<file path="config.mk">
export PLATFORM = sky130hd
export DESIGN_NAME = led_fade_driver
export DESIGN_NICKNAME = d
export VERILOG_FILES = /design/src/rtl/led_fade_driver.sv
export SDC_FILE = /design/constraint.sdc
export NUM_CORES = 1
export LEC_CHECK = 0
export CAP_MARGIN = 40
export CORE_UTILIZATION = 55
export CTS_BUF_LIST = sky130_fd_sc_hd__clkbuf_4 sky130_fd_sc_hd__clkbuf_8 sky130_fd_sc_hd__clkbuf_16
export DETAILED_ROUTE_END_ITERATION = 10
export HOLD_SLACK_MARGIN = 0.15
export PLACE_DENSITY = 0.77
export SYNTH_ARGS = -nofsm -noshare
export SYNTH_HDL_FRONTEND = slang
export SYNTH_SLANG_ARGS = --single-unit
</file>
<file path="constraint.sdc">
create_clock -name clk -period 2.6 [get_ports clk]
set_input_delay 0.52 -clock clk [delete_from_list [all_inputs] [get_ports clk]]
set_output_delay 0.52 -clock clk [all_outputs]
set_load 0.02 [all_outputs]
</file>
<file path="src/rtl/led_fade_driver.sv">
// led_fade_driver
//   Turns per-channel on/off requests into PWM LED drives whose brightness
//   ramps toward the requested endpoint by STEP on every tick strobe.
//
//   Ports:
//     clk      system clock
//     rst      synchronous, active-high reset
//     tick     single-cycle fade strobe (same clock domain)
//     val      per-channel target: 1 = fade to full on, 0 = fade to off
//     led      registered PWM drive per channel
//     settled  registered: channel brightness sits at its target endpoint
//     arrive   registered one-cycle pulse when a channel lands on its endpoint
//     busy     registered OR of ~settled
module led_fade_driver #(
  parameter int N     = 3,
  parameter int PWM_W = 8,
  parameter int STEP  = 16
) (
  input  logic         clk,
  input  logic         rst,
  input  logic         tick,
  input  logic [N-1:0] val,
  output logic [N-1:0] led,
  output logic [N-1:0] settled,
  output logic [N-1:0] arrive,
  output logic         busy
);

  localparam logic [PWM_W-1:0] MAX    = {PWM_W{1'b1}};
  localparam logic [PWM_W:0]   STEP_X = (PWM_W+1)'(STEP);

  // Rising step: one extra bit catches the carry, then clip at MAX.
  function automatic logic [PWM_W-1:0] sat_inc(input logic [PWM_W-1:0] b);
    logic [PWM_W:0] sum;
    sum = {1'b0, b} + STEP_X;
    return (sum > {1'b0, MAX}) ? MAX : sum[PWM_W-1:0];
  endfunction

  // Falling step: signed difference, clamp negative results to zero.
  function automatic logic [PWM_W-1:0] sat_dec(input logic [PWM_W-1:0] b);
    logic signed [PWM_W:0] diff;
    diff = $signed({1'b0, b}) - $signed(STEP_X);
    return (diff < 0) ? '0 : diff[PWM_W-1:0];
  endfunction

  logic [PWM_W-1:0] pwm_cnt_q, pwm_cnt_d;
  logic [PWM_W-1:0] bri_q [N];
  logic [PWM_W-1:0] bri_d [N];
  logic [N-1:0]     led_q, led_d;
  logic [N-1:0]     settled_q, settled_d;
  logic [N-1:0]     arrive_q, arrive_d;
  logic             busy_q, busy_d;

  always_comb begin
    pwm_cnt_d = pwm_cnt_q + 1'b1;
    led_d     = '0;
    settled_d = '0;
    arrive_d  = '0;
    for (int i = 0; i < N; i++) begin
      bri_d[i] = bri_q[i];
      // Direction comes from val sampled on the same edge as the tick, so a
      // reversal simply continues from the current brightness.
      if (tick) begin
        if (val[i] && bri_q[i] != MAX)
          bri_d[i] = sat_inc(bri_q[i]);
        else if (!val[i] && bri_q[i] != '0)
          bri_d[i] = sat_dec(bri_q[i]);
      end
      // Endpoint is all-ones for val=1 and zero for val=0.
      settled_d[i] = (bri_d[i] == {PWM_W{val[i]}});
      // Only a real move that lands on the endpoint counts as an arrival.
      arrive_d[i]  = tick && (bri_d[i] != bri_q[i]) && settled_d[i];
      // Full scale forced on so there is no dropout when pwm_cnt hits MAX.
      led_d[i]     = (bri_q[i] == MAX) || (bri_q[i] > pwm_cnt_q);
    end
    busy_d = ~&settled_d;
  end

  // Register stage: brightness, PWM counter and all outputs
  always_ff @(posedge clk) begin
    if (rst) begin
      pwm_cnt_q <= '0;
      for (int i = 0; i < N; i++) bri_q[i] <= '0;
      led_q     <= '0;
      settled_q <= '1;
      arrive_q  <= '0;
      busy_q    <= 1'b0;
    end else begin
      pwm_cnt_q <= pwm_cnt_d;
      for (int i = 0; i < N; i++) bri_q[i] <= bri_d[i];
      led_q     <= led_d;
      settled_q <= settled_d;
      arrive_q  <= arrive_d;
      busy_q    <= busy_d;
    end
  end

  assign led     = led_q;
  assign settled = settled_q;
  assign arrive  = arrive_q;
  assign busy    = busy_q;

endmodule

</file>
==> impl_metrics.csv <==
group,metric,value,unit
setup_path,cp-start-kind,"flop",
timing,skew,0.00631,ns
logic_synthesis,synthTopCellsByArea,"dfxtp_1 (27%), ha_1 (14%), nor2_1 (5.7%)",
clock_network,clk_pin_slew,0.08,ns
final_layout,fin_area,3930,um^2
floorplanning,die_h,77.1,um
timing,setup_slack,-0.00690,ns
floorplanning,coreArea,5270,um^2
setup_path,cp.required,2.79,ns
placement,io_buffers,15,
timing,finalSetupViolCount,1,
final_layout,finalNetCount,517,
timing,finalCriticalPeriod,2.61,ns
worst_hold_path,worst_hold_path_type,"flop to flop",
grt,grt_max_degree,31,
setup_path,crit_chain,"inv_1 -> ha_1 -> o41ai_1 -> a221oi_1 -> or4_1 -> mux2_2 -> o31a_1",
outcome,violations,"negative setup slack",
setup_path,reg2reg_depth,7,
timing,maxSlewViolCount,0,
placement,pre_cts_slack,-0.312,ns
logic_synthesis,ys_types,65,
clock_network,cts.path.max_buffers,2,
logic_synthesis,syn_area,3100,um^2
final_layout,syn_to_final_growth,26.6,%
setup_path,rrSetupSlack,-0.007,ns
logic_synthesis,synth_area_leader_cell,"dfxtp_1",
drt,wire_per_inst,15.6,um
timing,rsz0062_at_grt,"yes",
placement,place_congestion,0.959,
drt,wirelength,8560,um
grt,grt_use_total,30.4,%
clock_network,post_cts_buffers,0,
drt,via_count,3325,
final_layout,n_antenna_cell,0,
grt,antenna_found_initial,0,
grt,overflow,0,
floorplanning,start_util,58.8,%
outcome,status,"complete, but fails checks",
timing,report.final.hold_viol_count,0,
drt,via_per_inst,6.07,
clock_network,numCtsBuffers,5,
setup_path,r2r_end,"busy",
setup_path,r2r-start,"bri_q[0][20]",
setup_path,cpPeakStageDelay,0.54,ns
clock_network,clk_latency,0.30,ns
timing,tightestPinTransition,0.515,ns
timing,max_slew_margin,64.8,%
final_layout,final_cell_mix,"buf_4 (72), nor2_1 (47), dfxtp_1 (39), ha_1 (34), a21oi_1 (27)",
placement,placed_cells,540,
clock_network,numClockSinks,42,
floorplanning,dieArea,5940,um^2
logic_synthesis,synth_top_area_share,27.1,%
logic_synthesis,syn_avg_cell_area,7.69,um^2
power,leakage,1.64,nW
setup_path,crit_type,"flop to flop",
setup_path,critical-path-slowest-cell,"or4_1",
drt,firstDrtPassIters,5,
final_layout,final_common_cell,"buf_4",
drt,drt_iter0_markers,251,
logic_synthesis,yosysSeqAreaShare,27.1,%
floorplanning,num_rows,26,
logic_synthesis,synthArstFlopShare,0,%
timing,fmax,0.384,GHz
clock_network,cts_tree,"done",
logic_synthesis,synth_flop_cell,"dfxtp_1",
grt,grt_pass1_wl,14500,um
setup_path,end_kind,"flop",
placement,dp_hpwl,6630,um
timing,timing.final.crit_share,100,%
grt,grt_pass1_vias,3185,
setup_path,critPathMaxFanout,5,
floorplanning,io_pins,16,
final_layout,drive_above_1_share,19.9,%
worst_hold_path,min_from,"bri_q[0][2]",
floorplanning,die_w,77.1,um
worst_hold_path,holdPathStages,2,
clock_network,cts_htree_levels,2,
logic_synthesis,yosys_warnings,0,
final_layout,stdcell_count,548,
power,vdd_drop_max,287,uV
drt,ant_nets,0,
logic_synthesis,ys_seq_elements,42,
drt,drc,0,
worst_hold_path,worstHoldEndpoint,"bri_q[0][2]",
logic_synthesis,syn_inst,403,
placement,place_area,3800,um^2
logic_synthesis,syn_nets,443,
logic_synthesis,synth_edf_count,0,
run,cap_viol_max_count,0,
clock_network,root_buffer,"clkbuf_8",
setup_path,critPathArrivalTime,2.80,ns
power,pwr_density_cell,484,nW/um^2
## stage by stage
stage / setup TNS [ns] / utilization [%] / power (W) / hold slack (ns)
2_1_floorplan: 0 / - / 0.00114 / 0.459
3_3_place_gp: -0.467 / 72.2 / 0.00140 / 0.512
3_5_place_dp: -0.778 / 72.2 / 0.00143 / 0.536
4_1_cts: 0 / 74.1 / 0.00189 / 0.551
5_1_grt: -0.0419 / 74.5 / 0.00201 / 0.588
6_report: -0.00690 / 74.5 / 0.00190 / 0.544
## critical path, delay by kind of cell (launching register included)
family | cells | cell delay, ns
AOI/OAI and AO/OA | 3 | 0.85
and+or+nand+nor | 1 | 0.54
DFF | 1 | 0.39
adders and majority gates | 1 | 0.33
muxes | 1 | 0.32
buffers and inverters | 1 | 0.07
## final cells by class
cell class | instances | area, um^2
multi-input cells | 316 | 2110
fillers | 432 | 1350
flip-flops and latches | 42 | 845
repair buffers | 87 | 689
inverters | 25 | 93.8
well taps | 70 | 87.6
clock buffers | 6 | 82.6
clock inverters | 2 | 16.3
## where the power goes
group | switching, W | internal, W
sequential | 0.0000420 | 0.000686
clock | 0.000240 | 0.000219
combinational | 0.000352 | 0.000359
## synthesized netlist by cell type (5+ instances only)
cell type / n
nor2_1: 47
a21o_1: 5
dfxtp_1: 42
inv_2: 5
nand4_1: 13
a31oi_1: 5
nor2b_1: 6
clkbuf_1: 18
a21oi_1: 28
inv_1: 20
and3_1: 5
nor3_1: 11
o21ai_0: 12
nand3_1: 25
xnor2_1: 8
nand2_1: 26
o21ai_1: 6
o21a_1: 7
nand2b_1: 8
ha_1: 34
## cell families (layout without fill, tap and decap cells)
| logic type | count (synthesis) | count (layout) | synth area share, % |
|---|---|---|---|
| AOI/OAI and AO/OA | 107 | 107 | 23.2 |
| xor gates and xnor gates | 10 | 10 | 2.83 |
| adders and majority gates | 34 | 34 | 13.7 |
| buffers and inverters | 45 | 120 | 5.49 |
| DFF | 42 | 42 | 27.1 |
| muxes | 3 | 3 | 1.01 |
| and+or+nand+nor | 162 | 162 | 26.6 |
## how the worst max path moves through the flow
stage	startpoint	to	slack [ns]	cells after the start
floorplan	bri_q[0][12]	busy	0.02	10
global placement	val[2]	busy	-0.22	7
detailed placement	val[2]	busy	-0.31	7
CTS	bri_q[0][13]	busy	0.01	9
global route	bri_q[0][13]	busy	-0.04	9
finish	bri_q[0][20]	busy	-0.007	7
## sequential cells by signal, indices dropped and copies added, names as in the netlist
| register | cells |
|---|---|
| arrive | 3 |
| bri_q | 24 |
| busy | 1 |
| led | 3 |
| pwm_cnt_q | 8 |
| settled | 3 |
## per-layer routing
metal  global-route usage (%)  wire [um]  up-vias
met5                        0          0        -
met4                     11.9        114        0
met3                     4.52        470       10
met2                     52.2       4190      114
met1                     38.0       3780     1573
li1                         -          -     1628
## what timing repair did
item | CTS | global route
gates resized for setup | 3 | 5
hold buffers | 0 | 0
cloned | 0 | 0
pin swaps | 0 | 0
setup endpoints to repair | 1 | 4
Note: power is estimated with default switching activity, not from simulation.
